File: src/rtl/bus_arbiter.sv
// rtl/bus_arbiter.sv - N-master bus arbiter, fixed-priority or round-robin, with BUSY-hold timeout
module bus_arbiter #(
    parameter int N_MASTERS = 8,
    parameter int RR_MODE   = 0,
    parameter int TIMEOUT   = 255,
    parameter int CNT_W     = 8
) (
    input  logic                         clk,
    input  logic                         clr,
    input  logic [N_MASTERS-1:0]         dma,
    input  logic                         ready,
    output logic [N_MASTERS-1:0]         grant,
    output logic                         req,
    output logic [$clog2(N_MASTERS)-1:0] owner,
    output logic                         busy,
    output logic                         timeout
);

    localparam int OW = $clog2(N_MASTERS);
    localparam logic [CNT_W-1:0] CNT_LAST = CNT_W'((TIMEOUT == 0) ? 0 : TIMEOUT - 1);
    localparam logic [CNT_W-1:0] CNT_MAX  = CNT_W'(TIMEOUT);
    localparam logic [N_MASTERS-1:0] ONE_HOT = {{(N_MASTERS-1){1'b0}}, 1'b1};

    typedef enum logic {S_IDLE, S_BUSY} state_t;

    state_t                 state_q;
    logic [N_MASTERS-1:0]   grant_q;
    logic [OW-1:0]          owner_q;
    logic [OW-1:0]          last_owner_q;
    logic [CNT_W-1:0]       cnt_q;
    logic                   timeout_q;

    logic                   win_found;
    logic [OW-1:0]          win_idx;
    logic [N_MASTERS-1:0]   win_oh;

    function automatic logic [OW-1:0] pick_fixed(input logic [N_MASTERS-1:0] r);
        pick_fixed = '0;
        for (int i = N_MASTERS - 1; i >= 0; i--) begin
            if (r[i]) pick_fixed = OW'(i);
        end
    endfunction

    // Walk offsets from far to near so the nearest requester above last wins.
    function automatic logic [OW-1:0] pick_rr(input logic [N_MASTERS-1:0] r,
                                              input logic [OW-1:0]        last);
        logic [OW:0] sum;
        pick_rr = '0;
        for (int k = N_MASTERS; k >= 1; k--) begin
            sum = {1'b0, last} + (OW+1)'(k);
            if (sum >= (OW+1)'(N_MASTERS)) sum = sum - (OW+1)'(N_MASTERS);
            if (r[sum[OW-1:0]]) pick_rr = sum[OW-1:0];
        end
    endfunction

    assign win_found = |dma;
    assign win_idx   = (RR_MODE != 0) ? pick_rr(dma, last_owner_q) : pick_fixed(dma);
    assign win_oh    = win_found ? (ONE_HOT << win_idx) : '0;

    always_comb begin
        grant = '0;
        owner = '0;
        if (state_q == S_BUSY) begin
            grant = grant_q;
            owner = owner_q;
        end else if (clr && win_found) begin
            grant = win_oh;
            owner = win_idx;
        end
    end

    assign req     = |grant;
    assign busy    = (state_q == S_BUSY);
    assign timeout = timeout_q;

    always_ff @(posedge clk or negedge clr) begin
        if (!clr) begin
            state_q      <= S_IDLE;
            grant_q      <= '0;
            owner_q      <= '0;
            last_owner_q <= OW'(N_MASTERS - 1);
            cnt_q        <= '0;
            timeout_q    <= 1'b0;
        end else begin
            timeout_q <= 1'b0;
            case (state_q)
                S_IDLE: begin
                    if (win_found) begin
                        if (ready) begin
                            last_owner_q <= win_idx;
                        end else begin
                            state_q <= S_BUSY;
                            grant_q <= win_oh;
                            owner_q <= win_idx;
                            cnt_q   <= '0;
                        end
                    end
                end
                S_BUSY: begin
                    if (ready) begin
                        state_q      <= S_IDLE;
                        grant_q      <= '0;
                        owner_q      <= '0;
                        last_owner_q <= owner_q;
                        cnt_q        <= '0;
                    end else if (TIMEOUT != 0 && cnt_q == CNT_LAST) begin
                        state_q      <= S_IDLE;
                        grant_q      <= '0;
                        owner_q      <= '0;
                        last_owner_q <= owner_q;
                        cnt_q        <= '0;
                        timeout_q    <= 1'b1;
                    end else if (TIMEOUT != 0 && cnt_q != CNT_MAX) begin
                        cnt_q <= cnt_q + CNT_W'(1);
                    end
                end
                default: state_q <= S_IDLE;
            endcase
        end
    end

endmodule

File: config.mk
export PLATFORM = sky130hd
export DESIGN_NAME = bus_arbiter
export DESIGN_NICKNAME = d
export VERILOG_FILES = /design/src/rtl/bus_arbiter.sv
export SDC_FILE = /design/constraint.sdc
export NUM_CORES = 1
export LEC_CHECK = 0
export CAP_MARGIN = 5
export CORE_ASPECT_RATIO = 1.75
export CORE_MARGIN = 2
export CORE_UTILIZATION = 51
export CTS_CLUSTER_SIZE = 16
export DETAILED_ROUTE_END_ITERATION = 10
export PLACE_DENSITY_LB_ADDON = 0.12
export SKIP_CTS_REPAIR_TIMING = 1
export SYNTH_ARGS = -nofsm -noshare
export SYNTH_HDL_FRONTEND = slang
export SYNTH_SLANG_ARGS = --single-unit
File: constraint.sdc
create_clock -name clk -period 1.7 [get_ports clk]
set_input_delay 0.255 -clock clk [delete_from_list [all_inputs] [get_ports clk]]
set_output_delay 0.255 -clock clk [all_outputs]
set_load 0.05 [all_outputs]
==> results of run 1 <==
[synth_stat cells (all sizes together) (3+ instances only)]
cell type,n
dfrtp,21
o31ai,4
nand3,7
nor4,4
clkbuf,5
a22o,4
nor2b,3
nor2,10
or3,3
or4,3
inv,5
nand4,4
a32o,4
nand2,16
and3,3
a21oi,5
o21ai,8
nor3,6
[cells by family after synthesis]
| group | count (synthesis) | share of synthesized area (%) |
|---|---|---|
| simple gates | 70 | 29.6 |
| compound gates | 40 | 22.7 |
| flops | 21 | 38.9 |
| buf+inv | 12 | 4.16 |
| mux | 2 | 2.22 |
| fa+ha+maj | 2 | 1.85 |
| xor+xnor | 1 | 0.648 |
[stage by stage]
step | util [%] | setup TNS, ns | area (sq um)
2_1_floorplan | - | -0.457 | 1470
4_1_cts | 86.6 | -6.36 | 2160
3_5_place_dp | 84.7 | -10.98 | 2110
3_3_place_gp | 84.7 | -10.03 | 2110
==> impl_results.md, run 1 <==
* Top cell type's share of synthesized area at 38.9%
* GP Congestion at 0.941
* Buffer depth of the longest clock path at 2
* Initial antenna violation count at 0
* Post-DP HPWL at 3440 um
* CTS buffer count at 3
* Ys Warns at 0
* Inst Count DP at 235
* Mapped Nets at 161
* Mapped cell area at 0.00135 sq mm
* Post-synthesis async set-or-reset flop share at 100%
* Post-synth EDFFs at 0
* DIE WIDTH at 42.9 um
* Sequential area share after synthesis at 38.9%
* Largest area contributor in the netlist: dfrtp_1
* Port bufs at 24
* Pin count of the biggest net entering global routing at 14
* Cells after synthesis at 148
* Syn avg cell area at 9.14 sq um
* Worst EP post-GRT repair: req
* Ports at 25
* Synth unique cells at 47
* First error: [ERROR DPL-0033] detailed placement checks failed during check placement.
* Chip Height at 72.1 um
* Halt Stage: global routing (5_1_grt)
* Status: stopped before the end
* Pre-CTS setup slack at -0.516 ns
* Clock sink count at 21
* Synth Flop Type: dfrtp_1
* Initial Util at 54.3%
* Top cells by area, synth: dfrtp_1 39%, nand2_1 4.4%, nor2_1 2.8%, a22o_1 2.6%, o21ai_0 2.6%
* Clock Tree Root: clkbuf_8
* Seq cells post-synth at 21
* Kind of the worst endpoint: top-level output
* Rows at 24
* H-tree depth at 1
==> inputs of run 2 (changes only) <==
--- a/config.mk
+++ b/config.mk
@@ -6,12 +6,10 @@
 export NUM_CORES = 1
 export LEC_CHECK = 0
 export CAP_MARGIN = 5
-export CORE_ASPECT_RATIO = 1.75
-export CORE_MARGIN = 2
-export CORE_UTILIZATION = 51
-export CTS_CLUSTER_SIZE = 16
+export CORE_AREA = 2 2 63 65
 export DETAILED_ROUTE_END_ITERATION = 10
-export PLACE_DENSITY_LB_ADDON = 0.12
+export DIE_AREA = 0 0 65 67
+export PLACE_DENSITY_LB_ADDON = 0.15
 export SKIP_CTS_REPAIR_TIMING = 1
 export SYNTH_ARGS = -nofsm -noshare
 export SYNTH_HDL_FRONTEND = slang
==> impl_results.md, run 2 <==
* Status: complete, but fails checks
* Failing checks: negative setup slack
* Iteration-0 DRC Markers at 116
* Worst Clk Skew at 0.00721 ns
* Slew @ Worst Pin at 0.422 ns
* Crit. End Element: primary output
* CTS buffer count at 3 (unchanged)
* Initial Util at 37.5% (-17 points)
* Worst Path Arrival at 1.92 ns
* Hold crit path type: in2async
* Power Density at 653 mW/mm^2
* Core Area at 0.00361 sq mm
* Reg power frac at 33.3%
* Via count at 1,585
* Final routed DRC violation total at 0
* Sequential area share after synthesis at 38.9% (unchanged)
* Max-cap violations at 0
* Buffer depth of the longest clock path at 2 (unchanged)
* First-pass GRT wire length at 7040 um
* Crit path required time at 1.44 ns
* Gr ovfl total at 0
* CTS tree: built
* Port bufs at 24 (unchanged)
* Rows at 22 (-8.3%)
* Full die area at 0.00436 sq mm
* Worst-Skew Late Latency at 0.27 ns
* Clock sink count at 21 (unchanged)
* P_int at 1.08 mW
* Antenna cells at 0
* Pin count of the biggest net entering global routing at 20
* Tcrit/Tclk final at 128%
* Post-synthesis async set-or-reset flop share at 100% (unchanged)
* Top cell type's share of synthesized area at 38.9% (unchanged)
* Clock power share at 20.8%
* DIE WIDTH at 65 um (+51%)
* GRT Overall Usage at 20.9%
* Pre-Repair DR Iteration Count at 4
* Inst Count DP at 257 (+9.4%)
* Total Routed Length at 4860 um
* Ys Warns at 0 (unchanged)
* RSZ-0062 raised after global routing: yes
* Chip Height at 67 um (-7.1%)
* Final setup fails at 9
* Initial antenna violation count at 0
* Synth Flop Type: dfrtp_1
* Cells after synthesis at 148 (unchanged)
* Vias in the first global route at 1,515
* Worst vdd ir at 0.387 mV
* Pleak at 1.19 nW
* Largest area contributor in the netlist: dfrtp_1
* Top cells by area, synth: dfrtp_1 39%, nand2_1 4.4%, nor2_1 2.8%, a22o_1 2.6%, o21ai_0 2.6%
* Seq cells post-synth at 21 (unchanged)
* Most frequent cells in the layout: 55 x buf_4, 20 x dfrtp_1, 13 x nand2_1
* Setup_tns at -1.14 ns
* Fin nets at 247
* Clock transition at path regs at 0.08 ns
* Post-synth EDFFs at 0 (unchanged)
* Syn avg cell area at 9.14 sq um (unchanged)
* Layout Cells excl Fill at 281
* Fin area at 0.00254 sq mm
* Area grow syn2layout at 88.1%
* Crit path max fanout at 2
* DR vias/cell at 5.64
* Mapped Nets at 161 (unchanged)
* Largest regs: cnt_q (8), grant_q (8), owner_q (3)
* Comb pwr share at 45.9%
* Worst setup SP type: register
* Post-DP HPWL at 3220 um (-6.4%)
* Net switching power at 0.580 mW
* Commonest non-fill, non-tap cell in the layout: buf_4
* Slack of the critical path at -0.474 ns
* Slew margin rel. at 71.1%
* Number of routed nets with antenna violations at 0
* Most common cell in the synthesized netlist: dfrtp_1
* Max Freq at 0.460 GHz
* Synth cell count leaders: 21 x dfrtp_1, 16 x nand2_1, 10 x nor2_1
* Switch share at 35.0%
* Final Hold Vio Count at 0
* GP Congestion at 0.871 (-7.4%)
* Fin crit period at 2.17 ns
* Critical path type: reg2out
* Mapped cell area at 0.00135 sq mm (unchanged)
* Layout cells sized above 1 at 56.2%
* Slew Limit Fails at 0
* Final core utilization at 70.5%
* H-tree depth at 1 (unchanged)
* Post-DR wirelength/cell at 17.3 um
* Clock Tree Root: clkbuf_8
* Synth unique cells at 47 (unchanged)
* Placement Cell Area at 0.00215 sq mm (+1.9%)
* Ports at 25 (unchanged)
run 2: stage by stage:
| step | setup WS, ns | hold slack, ns | power, mW |
|---|---|---|---|
| global route | -0.565 | 0.0400 | 1.73 |
| detailed placement | -0.477 | 0.481 | 1.18 |
| global placement | -0.464 | 0.473 | 1.17 |
| floorplan | -0.206 | -0.0406 | 0.865 |
| CTS | -0.479 | 0.303 | 1.51 |
| finish | -0.474 | 0.0380 | 1.66 |
run 2: path summary, 6_finish.rpt:
path                       startpoint    endpoint  slack, ns  cells past startpoint
max in group asynchronous         clr        busy       1.35                      4
max                        grant_q[6]         req      -0.47                      4
min in group clk           owner_q[2]  owner_q[2]       0.50                      1
min reg2reg                owner_q[2]  owner_q[2]       0.50                      1
max reg2reg                      busy  grant_q[1]       0.13                      5
min                               clr  grant_q[1]       0.04                      3
run 2: power by group through the flow:
stage,Combinational [mW],Sequential (mW),Clock [mW]
2_1_floorplan,0.296,0.569,0
3_3_place_gp,0.607,0.561,0
3_5_place_dp,0.616,0.562,0
4_1_cts,0.618,0.552,0.338
5_1_grt,0.805,0.557,0.366
6_report,0.762,0.553,0.345
run 2: layout make-up:
type	instances	area, sq um
sequential	21	527
clock buffer	3	41.3
timing repair buffer	88	886
multi-input combinational	115	1010
clock inverter	1	5.00
inverter	5	18.8
fill	255	1060
tap	48	60.1
run 2: routing by layer:
layer / part of all wire (%) / vias up / GRT usage, %
met1: 40 / 795 / 23.9
met5: 0 / - / 0
li1: - / 742 / -
met3: 2.6 / 10 / 2.20
met4: 2.6 / 0 / 5.85
met2: 55 / 38 / 40.9
run 2: worst max-delay path, cell delays in order, from the launching register on:
cell and delay (ns):
dfrtp_1 0.41, or4_1 0.55, o31ai_1 0.27, nand4b_1 0.22
buf_12 0.21
run 2: cell families (layout without fill, tap and decap cells):
family	after synthesis	count (layout)	synth area share (%)
AND/OR/NAND/NOR	70	70	29.6
buffers and inverters	12	97	4.16
multiplexers	2	2	2.22
adder cells (fa/ha/maj)	2	2	1.85
flip-flops	21	21	38.9
XOR/XNOR	1	1	0.648
AO/OA/AOI/OAI	40	40	22.7
Power figures use the tool's default switching activity.
